==> config.mk <==
export PLATFORM = sky130hd
export DESIGN_NAME = bcd_adder16_reg
export DESIGN_NICKNAME = d
export VERILOG_FILES = /design/src/rtl/bcd_adder16_reg.sv
export SDC_FILE = /design/constraint.sdc
export NUM_CORES = 1
export LEC_CHECK = 0
export BUFFER_PORTS_ARGS = -buffer_cell sky130_fd_sc_hd__buf_4
export CAP_MARGIN = 20
export CORE_UTILIZATION = 45
export DETAILED_ROUTE_END_ITERATION = 6
export HOLD_SLACK_MARGIN = 0.1
export PLACE_DENSITY = 0.69
export SKIP_LAST_GASP = 1
export SLEW_MARGIN = 5
export SYNTH_ARGS = -nofsm -noshare
export SYNTH_HDL_FRONTEND = slang
export SYNTH_SLANG_ARGS = --single-unit
==> constraint.sdc <==
create_clock -name clk -period 1.4 [get_ports clk]
set_input_delay 0.14 -clock clk [delete_from_list [all_inputs] [get_ports clk]]
set_output_delay 0.14 -clock clk [all_outputs]
set_load 0.1 [all_outputs]
==> src/rtl/bcd_adder16_reg.sv <==
// Registered packed-BCD adder Z = X + Y + cin with a per-digit decimal carry vector.
// One-cycle latency, one result per in_valid cycle; no backpressure, inputs always accepted.
module bcd_adder16_reg #(
    parameter int DIGITS = 4
) (
    input  logic                  clk,
    input  logic                  rst_n,
    input  logic                  in_valid,
    input  logic                  cin,
    input  logic [4*DIGITS-1:0]   X,
    input  logic [4*DIGITS-1:0]   Y,
    output logic                  out_valid,
    output logic [4*DIGITS-1:0]   Z,
    output logic [DIGITS-1:0]     Cout,
    output logic                  err
);

    logic [4*DIGITS-1:0] w_z;
    logic [DIGITS-1:0]   w_cout;
    logic                w_err;
    logic                w_c;
    logic [3:0]          w_xd;
    logic [3:0]          w_yd;
    logic [4:0]          w_s;
    logic [4:0]          w_adj;

    logic [4*DIGITS-1:0] r_z;
    logic [DIGITS-1:0]   r_cout;
    logic                r_err;
    logic                r_vld;

    // Ripple kept inside one process so the carry chain is a plain sequential walk.
    always_comb begin
        w_z    = '0;
        w_cout = '0;
        w_err  = 1'b0;
        w_c    = cin;
        w_xd   = '0;
        w_yd   = '0;
        w_s    = '0;
        w_adj  = '0;
        for (int i = 0; i < DIGITS; i++) begin
            w_xd  = X[4*i +: 4];
            w_yd  = Y[4*i +: 4];
            w_s   = {1'b0, w_xd} + {1'b0, w_yd} + {4'b0000, w_c};
            w_adj = w_s + 5'd6;
            if (w_s >= 5'd10) begin
                w_z[4*i +: 4] = w_adj[3:0];
                w_c           = 1'b1;
            end else begin
                w_z[4*i +: 4] = w_s[3:0];
                w_c           = 1'b0;
            end
            w_cout[i] = w_c;
            if ((w_xd > 4'd9) || (w_yd > 4'd9)) begin
                w_err = 1'b1;
            end
        end
    end

    // Result registers hold their value across idle cycles; only out_valid drops.
    always_ff @(posedge clk or negedge rst_n) begin
        if (!rst_n) begin
            r_z    <= '0;
            r_cout <= '0;
            r_err  <= 1'b0;
            r_vld  <= 1'b0;
        end else begin
            r_vld <= in_valid;
            if (in_valid) begin
                r_z    <= w_z;
                r_cout <= w_cout;
                r_err  <= w_err;
            end
        end
    end

    assign Z         = r_z;
    assign Cout      = r_cout;
    assign err       = r_err;
    assign out_valid = r_vld;

endmodule

==> impl_metrics.toml, run 1 <==
[finish]
nFillCells = 331
nNetsFinal = 465
antenna_cells = 0
drive_gt1_share_pct = 50.7
final_cell_area_um2 = 3760
area_growth_pct = 70.8

[clock_tree]
clk_pin_slew_ns = 0.10
numCtsBuffers = 3
cts.sinks = 22
cts_tree = "done"
clock_latency_ns = 0.27
h-tree-depth = 1
clk_path_buf_depth = 2
root_buffer = "clkbuf_8"

[hold_path]
worstHoldEndpoint = "out_valid$_DFF_PN0_"
min_path_cells = 1
hold_path.class = "in -> reg"
worstHoldStart = "in_valid"

[route]
route.detailed.drc = 0
wl_mm = 7.42
drt_iter0_markers = 94
vias_per_cell = 5.45
num_vias = 2568
dr.pass1.iters = 5
ant_nets = 0
wire_per_inst_um = 15.8

[floorplan]
fp.dieArea_um2 = 5170
io_pins = 58
die_h_um = 71.9
coreArea_um2 = 4720
rows = 25
die_w_um = 71.9
start_util_pct = 46.6

[sta]
max_clock_freq_ghz = 0.140
rsz0062_at_grt = "yes"
finalCritPeriodShare_pct = 512
fin_skew_ns = 0
hold_viol_final = 0
hold-worst-slack_ns = 0.157
period_needed_ns = 7.16
setup_viol = 19
worst_pin_slew_ns = 0.391
max-slew-margin-rel_pct = 73.6
setup_ws_ns = -5.76
slew_viol_final = 0

[worst_setup_path]
crit_path_end_kind = "register"
startpoint = "cin"
start_kind = "input pin"
worstRegToRegCells = 4
r2r_slack_ns = 0.35
cpMostUsedCell = "fa_2"
r2r-start = "Z[1]$_DFFE_PN0P_"
critPathSlowestCell = "fa_2"
r2r_end = "Z[1]$_DFFE_PN0P_"
required_ns = 1.55
arrival_ns = 7.32
path_max_fanout = 4
worstSetupPathType = "in -> reg"
cpPeakStageDelay_ns = 0.60

[outcome]
violations = "setup timing"
status = "complete, but fails checks"

[synth]
synthFlopType = "dfrtp_1"
yosysSeqAreaShare_pct = 25.0
yosysWarnings = 0
synthArstFlopShare_pct = 100
synthesis.nets = 319
synth_edf_count = 0
synth_area_um2 = 2200
syn_inst = 259
synth_seq_cells = 22
avgSynthCellArea_um2 = 8.49
ys_types = 47

[power]
ir_drop_mv = 0.913
p_per_area_nw_per_um2 = 1420
p_int_mw = 2.62
power.switching_mw = 2.71
p_leak_nw = 1.77
switching_share_pct = 50.8
pwr-share-clk_pct = 11.9
sequentialPowerShare_pct = 17.0
p_comb_share_pct = 71.1

[placement]
dp_slack_ns = -6.12
placed_area_um2 = 3290
hpwl_mm = 5.04
port_buffers = 57
routabilityCongestion = 0.948

[grt]
grt_max_degree = 30
grt_pass1_wl_mm = 11.7
grt_pass1_vias = 2606
antenna_found_initial = 0
grt_usage_pct = 28.6
overflow = 0

[flow_run]
cap_violations = 0
## worst max path at each step
stage / end / slack [ns] / cells after the start
after floorplan: Z[13]$_DFFE_PN0P_ / -6.04 / 31
after global placement: Z[13]$_DFFE_PN0P_ / -5.97 / 32
after detailed placement: Z[13]$_DFFE_PN0P_ / -6.12 / 32
after CTS: Z[14]$_DFFE_PN0P_ / -5.60 / 32
after global routing: Z[13]$_DFFE_PN0P_ / -6.00 / 32
final: Z[13]$_DFFE_PN0P_ / -5.76 / 31
## area by class of cell
class	count	area [um2]	share of cell area, %
well taps	67	83.8	2.23
clock inverters	1	30.0	0.799
multi-input cells	196	1770	47.1
flip-flops and latches	22	551	14.7
inverters	32	130	3.46
repair buffers	150	1150	30.6
clock buffers	3	41.3	1.10
## sequential cells by signal, summed over array words and instances, names as in the netlist
register   flops
err            1
out_valid      1
Cout           4
Z             16
## synth_stat cells (2+ instances only)
cell type  number  area, um2
a211o_1         2       17.5
xor2_1          5       43.8
inv_1          32        120
nand2b_1        9       56.3
nor2_1         26       97.6
nand3_1         3       15.0
o311a_1         2       20.0
a221oi_1        2       17.5
o211ai_1        6       45.0
ha_1           16        200
o221ai_1        3       26.3
a311o_1         2       20.0
nand3b_1        2       15.0
o21ai_1         2       10.0
or2_2           2       12.5
nor4bb_1        2       20.0
a31o_2          3       26.3
o21ai_0        19       95.1
or4b_1          2       20.0
o2111ai_1       5       43.8
o21a_1          4       30.0
dfrtp_1        22        551
or3_1           4       25.0
mux2i_1         3       30.0
fa_1            8        160
clkbuf_1        8       30.0
a21oi_1        16       80.1
nor2b_1        14       87.6
and3_1          3       18.8
nor4b_1         2       17.5
a31oi_1         7       43.8
nand2_1         6       22.5
nand4_1         3       18.8
## critical path, delay by kind of cell
kind | cells | cell delay (ns)
xor gates and xnor gates | 2 | 0.37
and+or+nand+nor | 5 | 1.20
adders and majority gates | 11 | 3.81
buffers and inverters | 4 | 0.21
AOI/OAI and AO/OA | 9 | 1.58
## per-layer routing
metal,vias up,global-route usage [%],share of wire [%]
met4,0,7.63,2.3
met3,20,4.31,3.3
met5,-,0,0
met1,1245,35.4,42
li1,1226,-,-
met2,77,52.0,53
## cells in the final DEF, fill, tap and decap left out, types with 3 or more instances in the layout
cell type / n
a21oi_1: 11
a21oi_2: 6
a31o_2: 3
a31oi_1: 6
buf_4: 143
buf_6: 6
clkbuf_8: 3
dfrtp_1: 22
fa_2: 8
ha_1: 12
ha_4: 4
inv_1: 27
inv_2: 3
mux2i_1: 3
nand2_1: 6
nand2b_1: 9
nand4_1: 3
nor2_1: 25
nor2b_1: 13
o2111ai_1: 4
o211ai_1: 6
o21a_1: 4
o21ai_0: 17
o221ai_1: 3
or3_1: 4
xor2_4: 3
## metrics by stage
| step | cells | power, mW | utilization, % | TNS [ns] |
|---|---|---|---|---|
| after floorplan | 259 | 3.20 | - | -65.15 |
| after global placement | 445 | 4.20 | 69.7 | -66.56 |
| after detailed placement | 445 | 4.24 | 69.7 | -68.33 |
| after global routing | 471 | 5.57 | 79.5 | -66.06 |
| final | 471 | 5.33 | 79.5 | -63.06 |
| after CTS | 464 | 5.13 | 76.4 | -59.94 |
## power groups by stage
| stage | clock (mW) | combinational [mW] | sequential (mW) |
|---|---|---|---|
| after CTS | 0.639 | 3.58 | 0.906 |
| after detailed placement | 0 | 3.32 | 0.915 |
| after floorplan | 0 | 1.03 | 2.17 |
| after global placement | 0 | 3.28 | 0.911 |
| after global routing | 0.664 | 3.98 | 0.925 |
| final | 0.634 | 3.79 | 0.905 |
## kinds of logic (layout without fill, tap and decap cells)
kind of cell / after synthesis / count (layout) / synth area share (%)
AOI/OAI and AO/OA: 80 / 80 / 25.8
xor gates and xnor gates: 6 / 6 / 2.73
adders and majority gates: 24 / 24 / 16.4
buffers and inverters: 41 / 186 / 7.17
DFF: 22 / 22 / 25.0
muxes: 4 / 4 / 1.88
and+or+nand+nor: 82 / 82 / 21.0
## repair_timing
action / in CTS / in global routing
resized for setup: 27 / 15
buffers inserted: 16 / 10
pin swaps: 28 / 23
hold buffers: 1 / 0
endpoints found under the setup margin: 19 / 19
endpoints found under the hold margin: 22 / 0
No activity file was read; power rests on OpenSTA's default activity.
==> run 2: changes to the inputs <==
--- a/config.mk
+++ b/config.mk
@@ -7,10 +7,11 @@
 export LEC_CHECK = 0
 export BUFFER_PORTS_ARGS = -buffer_cell sky130_fd_sc_hd__buf_4
 export CAP_MARGIN = 20
+export CORE_ASPECT_RATIO = 0.8
 export CORE_UTILIZATION = 45
 export DETAILED_ROUTE_END_ITERATION = 6
 export HOLD_SLACK_MARGIN = 0.1
-export PLACE_DENSITY = 0.69
+export PLACE_DENSITY = 0.7
 export SKIP_LAST_GASP = 1
 export SLEW_MARGIN = 5
 export SYNTH_ARGS = -nofsm -noshare
==> impl_metrics.toml, run 2 (synthesis results as in run 1) <==
[clock_tree]
root_buffer = "clkbuf_8"
cts.sinks = 22
h-tree-depth = 1
numCtsBuffers = 3
clk_pin_slew_ns = 0.09
cts_tree = "done"
clk_path_buf_depth = 2
clock_latency_ns = 0.26

[power]
pwr-share-clk_pct = 9.4
p_int_mw = 2.41
ir_drop_mv = 0.998
switching_share_pct = 52.4
power.switching_mw = 2.66
p_per_area_nw_per_um2 = 1390
sequentialPowerShare_pct = 17.9
p_leak_nw = 1.70
p_comb_share_pct = 72.7

[worst_setup_path]
cpPeakStageDelay_ns = 0.48
arrival_ns = 7.39
required_ns = 1.55
cpMostUsedCell = "fa_2"
crit_path_end_kind = "register"
worstSetupPathType = "in -> reg"
critPathSlowestCell = "fa_2"
r2r-start = "Z[1]$_DFFE_PN0P_"
startpoint = "X[0]"
path_max_fanout = 4
start_kind = "input pin"

[route]
wl_mm = 7.00
ant_nets = 0
vias_per_cell = 5.47
dr.pass1.iters = 4
num_vias = 2474
drt_iter0_markers = 87
route.detailed.drc = 0
wire_per_inst_um = 15.5

[finish]
largest_reg_flops = 16
nNetsFinal = 453
antenna_cells = 0
finalNonFillerCells = 452
final_cell_area_um2 = 3660
area_growth_pct = 66.6
layout_common_cells = "128 x buf_4, 28 x inv_1, 25 x nor2_1"
final_util_pct = 78.8
final_common_cell = "buf_4"
drive_gt1_share_pct = 50.0

[floorplan]
die_h_um = 64.5
die_w_um = 80.2
fp.dieArea_um2 = 5170
start_util_pct = 47.3
coreArea_um2 = 4650
io_pins = 58
rows = 22

[sta]
rsz0062_at_grt = "yes"
slew_viol_final = 0
fin_skew_ns = 0
worst_pin_slew_ns = 0.343
hold-worst-slack_ns = 0.116
setup_ws_ns = -5.84
setup_viol = 19
max-slew-margin-rel_pct = 76.9
max_clock_freq_ghz = 0.138
period_needed_ns = 7.24
hold_viol_final = 0
finalCritPeriodShare_pct = 517

[placement]
dp_slack_ns = -6.24
place_inst = 435
routabilityCongestion = 0.887
placed_area_um2 = 3270
hpwl_mm = 5.12
port_buffers = 57

[grt]
overflow = 0
grt_pass1_vias = 2475
grt_pass1_wl_mm = 11.1
grt_usage_pct = 27.6
antenna_found_initial = 0
grt_max_degree = 43

[hold_path]
worstHoldStart = "in_valid"
hold_path.class = "in -> reg"

[outcome]
violations = "setup timing"
status = "complete, but fails checks"

[flow_run]
cap_violations = 0
-- run 2: area by class of cell --
class	instances	area (um2)
Multi-Input combinational cell	196	1770
Tap cell	60	75.1
Timing Repair Buffer	138	1080
Fill cell	308	987
Clock buffer	4	55.1
Sequential cell	22	551
Inverter	32	130
-- run 2: what timing repair did --
action                                 in CTS  in global routing
pin swaps                                  32                 29
setup endpoints to repair                  19                 19
hold buffers                                1                  0
setup buffers                              15                  7
endpoints found under the hold margin      22                  0
resized for setup                          29                 17
-- run 2: per-stage QoR --
step	total power [mW]	TNS [ns]
final	5.08	-63.05
after detailed placement	4.21	-68.86
after floorplan	3.20	-65.15
after global routing	5.33	-65.81
after global placement	4.15	-66.42
after CTS	4.92	-60.91
-- run 2: worst paths after layout --
kind                                      to  slack, ns  depth (start not counted)
min                         Z[0]$_DFFE_PN0P_       0.12                          2
min in group asynchronous  Z[11]$_DFFE_PN0P_       0.31                          2
max reg2reg                 Z[1]$_DFFE_PN0P_       0.28                          4
max in group asynchronous   Z[4]$_DFFE_PN0P_       0.83                          2
min reg2reg                Z[14]$_DFFE_PN0P_       0.52                          2
max                        Z[13]$_DFFE_PN0P_      -5.84                         33
-- run 2: critical path: cells and delay by family --
family | cells | cell delay [ns]
adders and majority gates | 12 | 3.80
AOI/OAI and AO/OA | 9 | 1.58
and+or+nand+nor | 4 | 0.96
xor gates and xnor gates | 3 | 0.55
buffers and inverters | 5 | 0.36
-- run 2: per-layer routing --
layer	global-route usage (%)	share of wire, %
met1	36.5	43
met2	47.5	51
met3	3.66	4.1
met4	6.92	1.8
met5	0	0
-- run 2: power by group through the flow --
stage	combinational (mW)	clock [mW]	sequential, mW
finish	3.69	0.478	0.909
global route	3.89	0.508	0.923
CTS	3.53	0.485	0.909
floorplan	1.03	0	2.17
global placement	3.24	0	0.912
detailed placement	3.30	0	0.918
